$ cat src/rtl/norm_sq_accum.sv
// Streaming sum-of-squares feeding the sqrt block of the FastICA weight-normalisation path.
// Define SQ_PIPE_EN to register the squared term before the accumulator (adds a DRAIN state).

module norm_sq_accum #(
    parameter int DATA_W  = 26,
    parameter int FRAC_W  = 16,
    parameter int VEC_MAX = 64
) (
    input  logic                     clk,
    input  logic                     rst_n,
    input  logic                     in_valid,
    output logic                     in_ready,
    input  logic signed [DATA_W-1:0] in_data,
    input  logic                     in_last,
    output logic                     out_valid,
    input  logic                     out_ready,
    output logic [DATA_W-1:0]        out_data,
    output logic                     out_sat,
    output logic                     out_err
);
    localparam int CNT_W = $clog2(VEC_MAX);
    localparam int SQ_W  = 2 * DATA_W;
    localparam int ACC_W = SQ_W + CNT_W - FRAC_W;

    typedef enum logic [1:0] {IDLE, ACCUM, DRAIN, HOLD} state_t;

`ifdef SQ_PIPE_EN
    localparam state_t AFTER_LAST = DRAIN;
`else
    localparam state_t AFTER_LAST = HOLD;
`endif

    state_t state, state_nxt;

    logic [ACC_W-1:0]       acc;
    logic [ACC_W-1:0]       term;
    logic [ACC_W-1:0]       add_term;
    logic [CNT_W-1:0]       cnt;
    logic                   err_q;
    logic signed [SQ_W-1:0] sq;
    logic                   accept;
    logic                   at_limit;
    logic                   last_beat;
    logic                   handshake;
    logic                   acc_sat;

    assign accept    = in_valid && in_ready;
    assign at_limit  = (cnt == CNT_W'(VEC_MAX - 1));
    assign last_beat = accept && (in_last || at_limit);
    assign handshake = out_valid && out_ready;

    // The square is never negative, so a logical shift is the truncating Q-format rescale.
    assign sq      = SQ_W'(in_data) * SQ_W'(in_data);
    assign term    = ACC_W'(sq >> FRAC_W);
    assign acc_sat = |acc[ACC_W-1:DATA_W];

`ifdef SQ_PIPE_EN
    logic [ACC_W-1:0] term_q;
    logic             term_v;

    always_ff @(posedge clk or negedge rst_n) begin
        if (!rst_n) begin
            term_q <= '0;
            term_v <= 1'b0;
        end else begin
            term_v <= accept;
            if (accept) term_q <= term;
        end
    end

    assign add_term = term_v ? term_q : '0;
`else
    assign add_term = accept ? term : '0;
`endif

    // NOTE: sequential state uses non-blocking assignments so every register samples pre-edge values.
    always_ff @(posedge clk or negedge rst_n) begin
        if (!rst_n) begin
            acc   <= '0;
            cnt   <= '0;
            err_q <= 1'b0;
        end else if (handshake) begin
            acc   <= '0;
            cnt   <= '0;
            err_q <= 1'b0;
        end else begin
            acc <= acc + add_term;
            if (accept) cnt <= cnt + CNT_W'(1);
            if (last_beat && !in_last) err_q <= 1'b1;
        end
    end

    always_ff @(posedge clk or negedge rst_n) begin
        if (!rst_n) state <= IDLE;
        else        state <= state_nxt;
    end

    // NOTE: every combinational output gets a default first so no latch is inferred.
    always_comb begin
        state_nxt = state;
        case (state)
            IDLE, ACCUM: begin
                if (last_beat)   state_nxt = AFTER_LAST;
                else if (accept) state_nxt = ACCUM;
            end
            DRAIN:   state_nxt = HOLD;
            HOLD:    if (handshake) state_nxt = IDLE;
            default: state_nxt = IDLE;
        endcase
    end

    always_comb begin
        in_ready  = 1'b0;
        out_valid = 1'b0;
        out_data  = '0;
        out_sat   = 1'b0;
        out_err   = 1'b0;
        if (rst_n) in_ready = (state == IDLE) || (state == ACCUM);
        if (state == HOLD) begin
            out_valid = 1'b1;
            out_sat   = acc_sat;
            out_err   = err_q;
            out_data  = acc_sat ? '1 : acc[DATA_W-1:0];
        end
    end

endmodule

$ cat config.mk
export PLATFORM = sky130hd
export DESIGN_NAME = norm_sq_accum
export DESIGN_NICKNAME = d
export VERILOG_FILES = /design/src/rtl/norm_sq_accum.sv
export SDC_FILE = /design/constraint.sdc
export NUM_CORES = 2
export LEC_CHECK = 0
export ABC_AREA = 1
export CAP_MARGIN = 0
export CORE_UTILIZATION = 35
export CTS_CLUSTER_DIAMETER = 150
export DETAILED_ROUTE_END_ITERATION = 16
export HOLD_SLACK_MARGIN = 0.1
export PLACE_DENSITY = 0.6
export REMOVE_ABC_BUFFERS = 1
export SYNTH_ARGS = -nofsm -noshare
export SYNTH_HDL_FRONTEND = slang
export SYNTH_SLANG_ARGS = --single-unit
$ cat constraint.sdc
create_clock -name clk -period 3.4 [get_ports clk]
set_input_delay 0.85 -clock clk [delete_from_list [all_inputs] [get_ports clk]]
set_output_delay 0.85 -clock clk [all_outputs]
set_load 0.01 [all_outputs]
==> impl_metrics.toml <==
[worst_hold_path]
min_path_type = "reg2reg"

[logic_synthesis]
yosysMostFrequentCell = "inv_1"
syn_area_sq_um = 28530
synth_ff_type = "dfrtp_1"
yosys.area.top_type = "fa_1"
synth_common_cells = "inv_1 (1162), nand2_1 (942), fa_1 (656)"
yosys.area.top_type_share_pct = 46.02
synth.avg_cell_area_sq_um = 7.509
netlist_instances = 3800
ys_types = 40
synth_edf_count = 0
synthTopCellsByArea = "fa_1 (46%), inv_1 (15%), nand2_1 (12%)"
ys_seq_area_share_pct = 4.473
yosys_warnings = 0
synth_seq_cells = 51
async_flop_share_pct = 100.0

[timing]
hold_violations = 0
rsz0062_at_grt = "yes"
max_slew_margin_pct = 50.06
fin_crit_sh_pct = 231.6
fmax_mhz = 127.0
slew_viol_final = 0
clock_skew_ps = 13.76
fin_crit_ps = 7874
setup_tns_ps = -176670
setup_viol = 42
fin_ws_ps = -4474
tightest_slew_ps = 749.0

[clock_network]
cts_hold_buffers = 0
numCtsBuffers = 5
cts_htree_levels = 2
tritoncts = "yes"
clk_pin_slew_ps = 80
cts.sinks = 51
clock_latency_ps = 320
clockRootBuffer = "clkbuf_16"
clockBufferDepth = 2

[setup_path]
cp_slowest_stage_delay_ps = 630
worstPathRequired_ps = 3640
cp_common_cell = "fa_1"
crit_path_max_fanout = 6
startpoint_type = "primary input"
arrival_ps = 8120
crit_type = "in2reg"
critPathCaptureType = "register"
cp_slowest_cell = "fa_2"

[drt]
drtIter0Drc = 1467
ant_nets = 0
num_vias = 26700
drc_errors = 0
wl_per_cell_um = 16.93
drtPass1Iterations = 6
routed_wirelength_um = 96040
vias_per_cell = 4.708

[floorplan]
rows = 104
die_h_um = 287.5
die_area_sq_um = 82670
ios = 61
die_w_um = 287.5
start_util_pct = 35.43
core_sq_um = 80550

[global_routing]
grt-ovfl-total = 0
busiest_layer = "met2"
antenna_found_initial = 0
grt_pass1_vias = 29230
grt_util_all_layers_pct = 23.83
grt_pass1_wl_um = 154400
grt_use_met3_pct = 1.727
grt_max_degree = 52
use_met1_pct = 31.95
use_met2_pct = 42.07

[finish]
fillers = 7152
drive_gt1_share_pct = 39.84
diodes = 0
multiInputGateArea_sq_um = 27470
area_growth_pct = 50.96
final_util_pct = 53.48
fin_nets = 5489
seq_area_sq_um = 1276

[place]
place.gp.congestion = 0.9542
dp_hpwl_um = 74510
port_buffers = 60

[outcome]
outcome = "finished with violations"
violations = "setup timing"

[flow_run]
drv_cap = 0
metal layers:
layer,share of wire (%),up-vias
met5,0,-
met4,2.2,0
met3,4.4,137
met2,50,686
met1,43,13440
li1,-,12440
per-stage QoR:
stage | setup slack [ps] | instances | instance area [sq um] | hold WS [ps]
global placement | -5630 | 5468 | 35330 | 500.6
detailed placement | -5656 | 5468 | 35330 | 512.0
finish | -4474 | 5671 | 43080 | 522.7
global route | -4774 | 5671 | 43080 | 568.6
CTS | -4408 | 5637 | 41430 | 530.3
floorplan | -4330 | 3707 | 28170 | 478.1
kinds of logic after synthesis:
kind of cell    count (synthesis)  synth area share [%]
xor+xnor                       31                0.9515
compound gates                251                 4.744
flops                          51                 4.472
buf+inv                      1261                 16.63
fa+ha+maj                     848                 54.44
simple gates                 1358                 18.76
final cells by class:
type | instances | area share, %
timing repair buffer | 896 | 19.53
inverter | 1168 | 10.25
multi-input combinational | 2488 | 63.76
tap | 1060 | 3.079
sequential | 51 | 2.963
clock buffer | 6 | 0.3224
clock inverter | 2 | 0.09004
critical path: cells and delay by family:
kind,cells,cell delay [ps]
buf+inv,12,1200
compound gates,3,450
fa+ha+maj,9,4140
simple gates,15,1440
sequential cells by signal (all words and copies together), names as in the netlist:
name,flops
acc,42
cnt,6
state,2
err_q,1
final timing paths:
check / startpoint / to / slack (ps) / depth (start not counted)
worst max register to register: state[1] / acc[26] / 160 / 21
worst min-delay path: state[0] / state[1] / 520 / 1
worst max-delay path: in_data[25] / acc[28] / -4470 / 39
max in group asynchronous: rst_n / cnt[1] / 2180 / 2
worst min register to register: state[0] / state[1] / 520 / 1
min in group asynchronous: rst_n / acc[14] / 730 / 2
layout by cell type, fill, tap and decap left out, types with 94 or more instances in the layout:
| master | count |
|---|---|
| inv_1 | 1013 |
| buf_4 | 635 |
| nand2_1 | 654 |
| nor2_1 | 129 |
| ha_1 | 112 |
| nand2_4 | 94 |
| buf_6 | 135 |
| fa_1 | 611 |
| nand2_2 | 189 |
| inv_2 | 145 |
timing repair:
| action | in CTS | in global routing |
|---|---|---|
| pin swaps | 458 | 294 |
| setup endpoints to repair | 68 | 43 |
| setup buffers | 168 | 36 |
| resized for setup | 1264 | 369 |
| cloned | 15 | 0 |
Power is left out: the tool's default activity adds up to more than one toggle a clock period on the data nets, which glitch-free logic cannot reach.
